$ cat config.mk
export PLATFORM = sky130hd
export DESIGN_NAME = car_speed_ctrl
export DESIGN_NICKNAME = d
export VERILOG_FILES = /design/src/rtl/car_speed_ctrl.sv
export SDC_FILE = /design/constraint.sdc
export NUM_CORES = 1
export LEC_CHECK = 0
export CAP_MARGIN = 20
export CELL_PAD_IN_SITES_DETAIL_PLACEMENT = 1
export CELL_PAD_IN_SITES_GLOBAL_PLACEMENT = 2
export CORE_AREA = 5 5 42 44
export DETAILED_ROUTE_END_ITERATION = 10
export DIE_AREA = 0 0 47 49
export PLACE_DENSITY_LB_ADDON = 0.08
export SLEW_MARGIN = 20
export SYNTH_ARGS = -nofsm -noshare
export SYNTH_HDL_FRONTEND = slang
export SYNTH_SLANG_ARGS = --single-unit
export TNS_END_PERCENT = 100
$ cat constraint.sdc
create_clock -name clock -period 0.8 [get_ports clock]
set_input_delay 0.2 -clock clock [delete_from_list [all_inputs] [get_ports clock]]
set_output_delay 0.2 -clock clock [all_outputs]
set_load 0.05 [all_outputs]
$ cat src/rtl/car_speed_ctrl.sv
// Four-level vehicle speed controller: one registered step per clock from key, brake and accelerator.
// Brake outranks accelerator, and a key-off forces STOP from any state.
module car_speed_ctrl (
    input  logic       clock,
    input  logic       reset,
    input  logic       keys,
    input  logic       brake,
    input  logic       accelerate,
    output logic [1:0] speed
);

    typedef enum logic [1:0] {
        STOP   = 2'b00,
        SLOW   = 2'b01,
        MEDIUM = 2'b10,
        FAST   = 2'b11
    } speed_e;

    speed_e speed_q;

    // Both pedal steps saturate, so STOP absorbs brake and FAST absorbs accelerate.
    always_ff @(posedge clock) begin
        if (reset) begin
            speed_q <= STOP;
        end else if (!keys) begin
            speed_q <= STOP;
        end else if (brake) begin
            case (speed_q)
                FAST:    speed_q <= MEDIUM;
                MEDIUM:  speed_q <= SLOW;
                default: speed_q <= STOP;
            endcase
        end else if (accelerate) begin
            case (speed_q)
                STOP:    speed_q <= SLOW;
                SLOW:    speed_q <= MEDIUM;
                default: speed_q <= FAST;
            endcase
        end
    end

    assign speed = speed_q;

endmodule

==> results.md <==
- Layout Utilization: between 20% and 30%
- Launch point of the critical path: speed[0]
- Nets: 34
- Peak supply drop: 0.6525 mV
- Max Root-Sink Buffers: 2
- GRT Util Overall: 4.712%
- Total number of vias: about 150
- PwrDens: 1460 nW/um2
- Register bit count reported by yosys: 2
- Share of cells above drive strength 1: a little under three fifths
- Global route overflow: 0
- I/O Buffers: 6
- Psw: roughly 0.000094 W
- Clk Tree Root Cell: clkbuf_4
- Worst reg-to-reg path cell count: 5
- Synth top area cells: dfxtp_1, a2111oi_1, a21oi_1
- Unique cell type count in the Yosys netlist: 9
- Crit path cell chain: buf_6, buf_12
- Vias per cell: ~3.3
- Setup total negative slack: -0.7173 ns
- First drt pass iteration count: 2
- Post-synth top area cell: dfxtp_1
- Critical Path AT: 0.82 ns
- HP Class: in -> reg
- R2R Path End: speed[1]
- Core area: roughly 1400 um2
- Internal: 0.0003296 W
- Failing checks: setup timing
- Critical path capture point type: primary output
- Slowest CP cell: dfxtp_4
- CP Class: reg -> out
- Combinational share of power: about 17%
- CTS tree: yes
- Clock power frac: around three fifths
- Number of remaining DRC errors: 0
- Worst-Margin Slew: approximately 0.24 ns
- Top Layer Used: met3
- Fraction of registers with async set/reset: 0%
- Final Max Slew Viols: 0
- Max reg flops: 2
- WL per Instance: around 8.7 um
- EDFF count, synth: 0
- Clk_lat worst skew: about 0.23 ns
- Initial antenna violation count: 0
- Yosys Warn Count: 0
- Die area: 2303 um2
- Die Height: 49 um
- Final wirelength: 384 um
- HPWL after detailed placement: roughly 260 um
- Min-delay src: brake
- Number of global-route vias before repair: around 160
- Total Power: 0.0004239 W
- Top cells by count, synth: a21oi_1, dfxtp_1
- Tmin final: 1.023 ns
- Worst path max stage delay: 0.34 ns
- Num CTS Buffers: 3
- Worst EP required: 0.60 ns
- FP Rows: 14
- 1st-iter DRT viols: 1
- Outcome: finished with violations
- Initial core utilization: under 10%
- Top cell type's share of synthesized area: 45.07%
- Routed wl met3: about 26 um
- Setup Skew: between 0.01 and 0.015 ns
- WL met1: 163 um
- Final antenna-violating net count: 0
- Die X: 47 um
- Sw Share: roughly 22%
- Hold Fails Final Rpt: 0
- # setup viols final: 4
- Clock slew at reported path FFs: around 0.040 ns
- Setup WS pre-CTS: -0.4677 ns
- First-pass GRT wire length: 669 um
- H-tree Lvls: 1
- Synthesized cell area: 88.84 um2
- Pleak: 0.1219 nW
- Largest net degree at the start of global routing: 5
- Ys flop type: dfxtp_1
- WL met2: about 190 um
- Ratio of final minimum period to clock period: 127.9%
- Slew headroom: 83.64%
- R2R Setup Slk: -0.19 ns
- Diodes inserted: 0
- RR Startpoint: speed[0]
- Cells after Synth: 11
- Critical path launch point type: flop
- CTS Hold Buffers Added: 0
- Sink Count: 2
- Gpl congestion: between 0.5 and 0.6
- MaxCap Viol Count: 0
- Mean Syn Cell Area: between 8 and 9 um2
- CP Max Fanout: 3
- Sequential power share: roughly 24%
- # IOs: 7
- Final worst slack: -0.2230 ns
- CP endpoint: speed[0]
- RSZ-0062 raised after global routing: true
- FMAX: between 0.9 and 1 GHz
- Mapped Nets: 16
- Sequential area share after synthesis: 45.07%
- Area Overhead vs Synth: 226.8%
[final cells by class]
class	instances	area [um2]
Tap cell	16	20.02
Fill cell	178	1111
Multi-Input combinational cell	8	53.80
Timing Repair Buffer	13	141.4
Sequential cell	2	45.04
Clock buffer	4	26.28
Inverter	1	3.754
[stage by stage]
step                      cell area, um2  cells  hold slack [ns]
after floorplan                    93.84     11           0.2940
after global placement             216.5     36           0.4520
after detailed placement           216.5     36           0.4514
after CTS                          277.8     43           0.3557
after global routing               290.3     44           0.3734
final                              290.3     44           0.3693
[critical path: cells and delay by family (launching register included)]
| kind | cells | cell delay [ns] |
|---|---|---|
| buffers and inverters | 2 | 0.25 |
| flip-flops | 1 | 0.34 |
[kinds of logic after synthesis]
kind of cell | share of synthesized area (%)
flops | 45.07
simple gates | 22.52
compound gates | 28.16
buf+inv | 4.221
[layer usage]
layer | track usage [%] | vias to the layer above
li1 | - | 74
met1 | 4.595 | 66
met2 | 5.656 | 5
met3 | 5.535 | 0
met4 | 2.765 | 0
met5 | 0 | -
[layout by cell type, fill, tap and decap left out, types with 2 or more instances in the layout]
master           netlist  routed
dlygate4sd2_1          0       2
buf_4                  0       4
a21oi_1                2       2
clkbuf_4               0       3
clkdlybuf4s50_1        0       2
buf_6                  0       3
buf_12                 0       2
[power groups by stage]
stage          registers (W)  clock network (W)   logic (W)
3_5_place_dp        0.000105                  0   0.0000604
6_report            0.000103           0.000247   0.0000734
3_3_place_gp        0.000105                  0   0.0000613
5_1_grt             0.000103           0.000285   0.0000793
2_1_floorplan       0.000113                  0  0.00000962
4_1_cts             0.000103           0.000265   0.0000698
[worst min path at each step]
stage	endpoint	slack (ns)	cells past startpoint
after floorplan	speed[0]	0.29	1
final	speed[0]	0.37	2
after CTS	speed[0]	0.36	2
after global routing	speed[0]	0.37	2
after detailed placement	speed[0]	0.45	1
after global placement	speed[0]	0.45	1
[timing repair]
item,4_1_cts,5_1_grt
resized for setup,7,2
buffers inserted,3,2
endpoints found under the setup margin,4,4
pin swaps,3,2
Power figures use the tool's default switching activity.
